### config.mk
export PLATFORM = sky130hd
export DESIGN_NAME = l_16bit_to_10_flat
export DESIGN_NICKNAME = d
export VERILOG_FILES = /design/src/rtl/l_lock_pkg.sv /design/src/rtl/l_16bit_to_10_if.sv /design/src/rtl/l_bcd_mac10.sv /design/src/rtl/l_16bit_to_10.sv /design/src/flat_wrapper.sv
export SDC_FILE = /design/constraint.sdc
export NUM_CORES = 1
export LEC_CHECK = 0
export ABC_AREA = 1
export BUFFER_PORTS_ARGS = -buffer_cell sky130_fd_sc_hd__buf_2
export CAP_MARGIN = 20
export CORE_MARGIN = 5
export CORE_UTILIZATION = 50
export CTS_CLUSTER_SIZE = 12
export DETAILED_ROUTE_END_ITERATION = 16
export PLACE_DENSITY = 0.84
export SETUP_SLACK_MARGIN = 0.15
export SLEW_MARGIN = 20
export SYNTH_ARGS = -nofsm -noshare
export SYNTH_HDL_FRONTEND = slang
export SYNTH_HIERARCHICAL = 1
export SYNTH_SLANG_ARGS = --single-unit
### constraint.sdc
create_clock -name clk -period 2.35 [get_ports clk]
set_input_delay 0.235 -clock clk [delete_from_list [all_inputs] [get_ports clk]]
set_output_delay 0.235 -clock clk [all_outputs]
set_load 0.01 [all_outputs]
### src/rtl/l_lock_pkg.sv
// Shared types and constants for the lock's BCD/binary conversion paths.
package l_lock_pkg;

    typedef enum logic [1:0] {
        IDLE = 2'd0,
        CONV = 2'd1,
        DONE = 2'd2
    } state_t;

    localparam logic [3:0] BCD_DIGIT_MAX = 4'd9;
    localparam int         BIN_MAX       = 1023;
    localparam int         ACC_W         = 14;

    // A nibble is a legal BCD digit when it does not exceed nine.
    function automatic logic bcd_digit_ok(input logic [3:0] digit);
        return (digit <= BCD_DIGIT_MAX);
    endfunction

endpackage

### src/rtl/l_16bit_to_10_if.sv
// Start/done handshake and result bus between keypad entry and the converter.
interface l_16bit_to_10_if #(
    parameter int DIGITS = 4,
    parameter int OUT_W  = 10
);
    logic                  start;
    logic [4*DIGITS-1:0]   bcd_in;
    logic                  busy;
    logic                  done;
    logic [OUT_W-1:0]      bin_out;
    logic                  err_digit;
    logic                  err_range;

    modport master (
        output start, bcd_in,
        input  busy, done, bin_out, err_digit, err_range
    );

    modport slave (
        input  start, bcd_in,
        output busy, done, bin_out, err_digit, err_range
    );
endinterface

### src/rtl/l_bcd_mac10.sv
// One decimal step of the BCD-to-binary conversion: acc*10 + digit, plus digit legality.
module l_bcd_mac10
    import l_lock_pkg::*;
#(
    parameter int W = ACC_W
) (
    input  logic [W-1:0] acc_i,
    input  logic [3:0]   digit_i,
    output logic [W-1:0] acc_o,
    output logic         digit_ok_o
);

    // Multiply by ten as (x<<3)+(x<<1); an illegal digit still feeds the sum.
    always_comb begin
        acc_o      = (acc_i << 3) + (acc_i << 1) + {{(W-4){1'b0}}, digit_i};
        digit_ok_o = bcd_digit_ok(digit_i);
    end

endmodule

### src/rtl/l_16bit_to_10.sv
// Sequential packed-BCD to binary converter, one digit per clock, MSD first,
// with saturation above the output range and rejection of non-decimal nibbles.
module l_16bit_to_10
    import l_lock_pkg::*;
#(
    parameter int DIGITS = 4,
    parameter int OUT_W  = 10
) (
    input  logic           clk,
    input  logic           rst,
    l_16bit_to_10_if.slave bus
);

    localparam int                 IN_W     = 4 * DIGITS;
    localparam int                 IDX_W    = (DIGITS > 1) ? $clog2(DIGITS) : 1;
    localparam logic [IDX_W-1:0]   LAST_IDX = IDX_W'(DIGITS - 1);
    localparam logic [ACC_W-1:0]   SAT_ACC  = ACC_W'((1 << OUT_W) - 1);
    localparam logic [OUT_W-1:0]   SAT_BIN  = {OUT_W{1'b1}};

    state_t             state_q, state_d;
    logic [IN_W-1:0]    shift_q, shift_d;
    logic [ACC_W-1:0]   acc_q, acc_d;
    logic [IDX_W-1:0]   idx_q, idx_d;
    logic               bad_q, bad_d;
    logic               busy_q, busy_d;
    logic               done_q, done_d;
    logic [OUT_W-1:0]   bin_q, bin_d;
    logic               err_digit_q, err_digit_d;
    logic               err_range_q, err_range_d;

    logic [ACC_W-1:0]   mac_acc_s;
    logic               mac_ok_s;

    l_bcd_mac10 #(.W(ACC_W)) u_mac (
        .acc_i      (acc_q),
        .digit_i    (shift_q[IN_W-1 -: 4]),
        .acc_o      (mac_acc_s),
        .digit_ok_o (mac_ok_s)
    );

    // Next-state, datapath and result selection; results resolve on the last digit
    // so they are registered on the same edge that enters DONE.
    always_comb begin
        state_d     = state_q;
        shift_d     = shift_q;
        acc_d       = acc_q;
        idx_d       = idx_q;
        bad_d       = bad_q;
        bin_d       = bin_q;
        err_digit_d = err_digit_q;
        err_range_d = err_range_q;

        case (state_q)
            IDLE: begin
                if (bus.start) begin
                    state_d = CONV;
                    shift_d = bus.bcd_in;
                    acc_d   = '0;
                    idx_d   = '0;
                    bad_d   = 1'b0;
                end else begin
                    state_d = IDLE;
                end
            end
            CONV: begin
                acc_d   = mac_acc_s;
                bad_d   = bad_q | ~mac_ok_s;
                shift_d = {shift_q[IN_W-5:0], 4'h0};
                idx_d   = idx_q + 1'b1;
                if (idx_q == LAST_IDX) begin
                    state_d = DONE;
                    if (bad_d) begin
                        bin_d       = '0;
                        err_digit_d = 1'b1;
                        err_range_d = 1'b0;
                    end else if (mac_acc_s > SAT_ACC) begin
                        bin_d       = SAT_BIN;
                        err_digit_d = 1'b0;
                        err_range_d = 1'b1;
                    end else begin
                        bin_d       = mac_acc_s[OUT_W-1:0];
                        err_digit_d = 1'b0;
                        err_range_d = 1'b0;
                    end
                end else begin
                    state_d = CONV;
                end
            end
            DONE: begin
                state_d = IDLE;
            end
            default: begin
                state_d = IDLE;
            end
        endcase

        busy_d = (state_d == CONV);
        done_d = (state_d == DONE);
    end

    // State and output registers; reset aborts any conversion in flight.
    always_ff @(posedge clk) begin
        if (rst) begin
            state_q     <= IDLE;
            shift_q     <= '0;
            acc_q       <= '0;
            idx_q       <= '0;
            bad_q       <= 1'b0;
            busy_q      <= 1'b0;
            done_q      <= 1'b0;
            bin_q       <= '0;
            err_digit_q <= 1'b0;
            err_range_q <= 1'b0;
        end else begin
            state_q     <= state_d;
            shift_q     <= shift_d;
            acc_q       <= acc_d;
            idx_q       <= idx_d;
            bad_q       <= bad_d;
            busy_q      <= busy_d;
            done_q      <= done_d;
            bin_q       <= bin_d;
            err_digit_q <= err_digit_d;
            err_range_q <= err_range_d;
        end
    end

    assign bus.busy      = busy_q;
    assign bus.done      = done_q;
    assign bus.bin_out   = bin_q;
    assign bus.err_digit = err_digit_q;
    assign bus.err_range = err_range_q;

endmodule
### src/flat_wrapper.sv
// flat-port wrapper written by rule: the top's interface ports become plain ports
module l_16bit_to_10_flat import l_lock_pkg::*;
#(
    parameter int DIGITS = 4,
    parameter int OUT_W  = 10
)
  (clk, rst, bus_start, bus_bcd_in, bus_busy, bus_done, bus_bin_out, bus_err_digit, bus_err_range);
  l_16bit_to_10_if #(.DIGITS(DIGITS), .OUT_W(OUT_W)) bus_i ();
  input  logic clk;
  input  logic rst;
  input wire logic [$bits(bus_i.start)-1:0] bus_start;
  input wire logic [$bits(bus_i.bcd_in)-1:0] bus_bcd_in;
  output wire logic [$bits(bus_i.busy)-1:0] bus_busy;
  output wire logic [$bits(bus_i.done)-1:0] bus_done;
  output wire logic [$bits(bus_i.bin_out)-1:0] bus_bin_out;
  output wire logic [$bits(bus_i.err_digit)-1:0] bus_err_digit;
  output wire logic [$bits(bus_i.err_range)-1:0] bus_err_range;
  assign bus_i.start = bus_start;
  assign bus_i.bcd_in = bus_bcd_in;
  assign bus_busy = bus_i.busy;
  assign bus_done = bus_i.done;
  assign bus_bin_out = bus_i.bin_out;
  assign bus_err_digit = bus_i.err_digit;
  assign bus_err_range = bus_i.err_range;
  l_16bit_to_10 #(.DIGITS(DIGITS), .OUT_W(OUT_W)) u_core (.clk(clk), .rst(rst), .bus(bus_i));
endmodule
* Word-level counts from Yosys, hierarchy flattened
Cells that the tools add are included.
Operators by class: $add $sub $neg 3, muxes and demuxes 16, $lt $le $gt $ge 2, divide/modulo/power cells 0, equality and inequality tests 5, shift-type cells 0, bitwise operators 2, multipliers 0, reduce and logical (&&, ||, !) cells 4
Operators with widths (count):
- case mux 16 bit (2 select lines) | 1
- case mux 13 bit (2 select lines) | 1
- two-way mux 10 bit | 2
- two-way mux 16 bit | 1
- adder 14 bit | 1
- adder 14 x 4 -> 14 bit | 1
- > comparator 14 x 10 -> 1 bit (second input constant) | 1
- two-way mux 13 bit | 1
- case mux 2 bit (2 select lines) | 2
- two-way mux 1 bit | 5
- equality test 2 x 1 -> 1 bit (second input constant) | 2
- equality test 2 bit (second input constant) | 2
- less-or-equal comparator 4 bit (second input constant) | 1
- two-way mux 2 bit | 2
- AND reduction 2 bit | 2
- adder 2 x 1 -> 2 bit (second input constant) | 1
- logical NOT 2 bit | 1
- inequality test 2 bit (second input constant) | 1
- case mux 1 bit (2 select lines) | 1
- nonzero test 2 bit | 1
- inverter 1 bit | 1
- OR 1 bit | 1
Storage, ports and cells: logic and storage cells 42, bits in registers 48, output and inout port bits 14, ROM bits 0, bits of input ports 19, latch bits 0, memories kept 0, RAM bits 0

* Depth between registers and ports, before layout
word-level depth 5, gate-level depth with buffers 17, gate-level depth less buffers 16

* Modules after synthesis
Netlist, hierarchy kept.
By module, submodules not included:
- l_16bit_to_10 | cells each 290, area each 2021.9 um2, seq. area each 980.9 um2, instances 1
- l_bcd_mac10 | cells each 145, area each 843.3 um2, seq. area each 0.0 um2, instances 1

* Worst setup path after synthesis
OpenSTA, ideal clock, no wires.
path type flip-flop to flip-flop, start register u_core.acc_q[0], end register u_core.bin_q[3] (netlist: u_core/bus.bin_out[3]), slack -0.088 ns, required time 2.218 ns, arrival time 2.306 ns, path buffers 1, stages on the path, launching flop included 16, setup time 0.132 ns, clock period less this slack 2.438 ns, cell sequence dfxtp_1 -> inv_1 -> fa_1 -> inv_1 -> fa_1 -> nand2_1 -> nand3_1 -> nand3_1 -> nand2_1 -> nand2_1 -> nand2_1 -> nor2_1 -> buf_2 -> nand3_1 -> nand2_1 -> a21oi_1
Between the ends: word-level cells in the longest chain between the ends 5
RTL lines:
- from (decl) | RTL line l_16bit_to_10.sv:22 | logic [ACC_W-1:0] acc_q, acc_d;
- from (signal assigned) | RTL line l_16bit_to_10.sv:106 | acc_q <= '0;
- from (signal assigned) | RTL line l_16bit_to_10.sv:117 | acc_q <= acc_d;
- adder 14 bit | RTL line l_bcd_mac10.sv:15 | acc_o = (acc_i << 3) + (acc_i << 1) + {{(W-4){1'b0}}, digit_i};
- adder 14 x 4 -> 14 bit | RTL line l_bcd_mac10.sv:15
- via u_core.mac_acc_s[10] | RTL line l_16bit_to_10.sv:31 | logic [ACC_W-1:0] mac_acc_s;
- > comparator 14 x 10 -> 1 bit | RTL line l_16bit_to_10.sv:76 | end else if (mac_acc_s > SAT_ACC) begin
- two-way mux 10 bit | RTL line l_16bit_to_10.sv:76
- two-way mux 10 bit | RTL line l_16bit_to_10.sv:72 | if (bad_d) begin
- to (signal assigned) | RTL line l_16bit_to_10.sv:122 | bin_q <= bin_d;
- to (decl) | RTL line l_16bit_to_10.sv:27 | logic [OUT_W-1:0] bin_q, bin_d;
The timed path passes the listed nets, and every way through them passes these cells. A chain may end at the register's enable or synchronous reset.

* Worst setup path in the final report
Same ends and word-level chain as after synthesis.

==> flow_summary.toml <==
[status]
status = "complete, but fails checks"
violations = "setup timing"

[floorplan]
die_w_um = 85.3
fp.dieArea_mm2 = 0.00727
floorplan.initialDensity = 0.514
fp-row-count = 27
io_pins = 33
die_h_um = 85.3
core_mm2 = 0.00551

[worst_setup_path]
worstSetupPathType = "flop to flop"
cp_max_fo = 6
regToRegSetupSlack_ns = -0.18
r2r_cells = 15
endpoint_kind = "flop"
reg2reg_to = "u_core/bus.bin_out[3]"
cp.arrival_ns = 2.72
regToRegStartpoint = "u_core/acc_q[0]"
start_kind = "flop"
critical_path_required_ns = 2.54

[sta]
worst_slack_ns = -0.182
hold_viol = 0
max_freq_mhz = 395
finalSetupViolCount = 12
worst_pin_slew_ns = 0.682
drv_slew = 0
period_share = 1.08
min_period_ns = 2.53
finClkSkew_ns = 0.0124
rsz0062_at_grt = "true"
slew-limit-headroom = 0.544

[clock_network]
cts_buffer_depth = 2
hold_buffers = 0
path_clk_slew_ns = 0.09
root_buffer = "clkbuf_8"
cts_made_buffers = 5
insertion_delay_ns = 0.31
h-tree-depth = 2
clkSinkCount = 48
cts_tree = "built"

[worst_hold_path]
holdCritStartpoint = "bus_bcd_in[11]"
hold_path_depth = 3
holdPathEnd = "u_core/shift_q[11]"
hp-class = "primary input to flop"

[final_layout]
nets = 514
fin_util = 0.628
final_cells = 543
area_growth_pct = 22.2
antenna_cells = 0
drive_gt1_frac = 0.244

[detailed_routing]
drtPass1Iterations = 5
routed_wl_mm = 7.80
wl_per_cell_um = 14.4
vias_per_cell = 5.31
drt_iter0_markers = 315
vias = 2885
postRouteAntennaNets = 0
drc = 0

[power_and_ir_drop]
total_power_mw = 1.68
leakagePower_nw = 1.83
peakVddDrop_uv = 303
power.density_mw_per_mm2 = 485

[synth]
avgSynthCellArea_um2 = 6.57
synth_cells = 431
synth_nets = 475
synthesis.area_mm2 = 0.00283
yosysWarnings = 6

[place]
dp_slack_ns = -0.0583
port_buffers = 32
gp_congestion = 0.941
placedCellCount = 525
post-dp-hpwl_mm = 4.85

[grt]
grt_use_total = 0.199
grt_pass1_wl_mm = 11.9
grt_max_degree = 35
overflow = 0
antenna_found_initial = 0
grt_pass1_vias = 2707

[job]
max_cap_violations = 0
==> repair_timing <==
item / CTS / global route
pin swaps: 7 / 23
cloned: 2 / 0
endpoints found under the setup margin: 11 / 18
resized for setup: 25 / 33
setup buffers: 3 / 5
==> layout make-up <==
| class | instances | area [um^2] |
|---|---|---|
| Clock inverter | 2 | 13.8 |
| Timing Repair Buffer | 50 | 322 |
| Sequential cell | 48 | 965 |
| Fill cell | 459 | 2050 |
| Multi-Input combinational cell | 298 | 1740 |
| Tap cell | 72 | 90.1 |
| Inverter | 67 | 251 |
| Clock buffer | 6 | 82.6 |
==> worst max-delay path by stage <==
stage	cells after the start	slack (ns)	end	from
finish	15	-0.18	u_core/bus.bin_out[3]	u_core/acc_q[0]
global route	15	-0.25	u_core/bus.bin_out[3]	u_core/acc_q[0]
CTS	15	-0.01	u_core/bus.bin_out[3]	u_core/shift_q[15]
detailed placement	15	-0.06	u_core/bus.bin_out[3]	u_core/shift_q[15]
global placement	15	0.01	u_core/bus.bin_out[5]	u_core/shift_q[15]
floorplan	15	0.08	u_core/bus.bin_out[3]	u_core/shift_q[15]
==> report_power, final <==
part           internal (mW)  switching [mW]
logic                  0.103           0.169
registers              0.848          0.0233
clock network          0.241           0.293
==> critical path, stage by stage (launching register included) <==
cell	delay (ns)
dfxtp_2	0.36
inv_2	0.04
fa_1	0.54
inv_2	0.06
fa_2	0.37
nand2_2	0.10
nand3_2	0.08
nand3_2	0.08
nand2_1	0.07
nand2_1	0.10
nand2_2	0.08
nor2_4	0.14
buf_6	0.16
nand3_2	0.07
nand2_1	0.10
a21oi_1	0.07
==> sequential cells by signal, indices dropped and copies added (netlist names) <==
signal and flops:
u_core/bus.err_digit 1, u_core/idx_q 2, u_core/bus.busy 1, u_core/acc_q 13, u_core/bus.bin_out 10, u_core/bus.done 1
u_core/shift_q 16, u_core/bus.err_range 1, u_core/bad_q 1, u_core/state_q 2
==> per-stage QoR <==
stage                     hold WS (ns)  setup TNS [ns]  cell area [um^2]
after floorplan                  0.377               0              2840
after global placement           0.450               0              3050
after detailed placement         0.454          -0.488              3050
after CTS                        0.155         -0.0353              3290
after global routing             0.156           -2.45              3460
final                            0.152           -1.57              3460
==> per-layer routing <==
metal / global-route usage / up-vias / wire length [um]
li1: - / 1408 / -
met1: 0.253 / 1333 / 3140
met2: 0.337 / 112 / 3870
met3: 0.0330 / 32 / 490
met4: 0.0734 / 0 / 303
met5: 0 / - / 0
==> layout by cell type, fill, tap and decap left out, types with 2 or more instances in the layout <==
cell type and n:
clkbuf_8 6, inv_2 6, buf_6 7, ha_1 19
xor2_1 2, buf_2 32, nor2_4 2, nand3_2 14
nand2_2 13, dfxtp_2 3, nand4_1 3, a21oi_2 6
ha_4 2, a21oi_1 30, o21ai_1 2, ha_2 2
o21ai_0 12, o21a_1 2, nor3_1 12, xor2_2 3
buf_4 11, nor2_1 26, dfxtp_1 45, inv_1 61
nand3_1 9, nand2_1 131
Power figures use the tool's default switching activity.
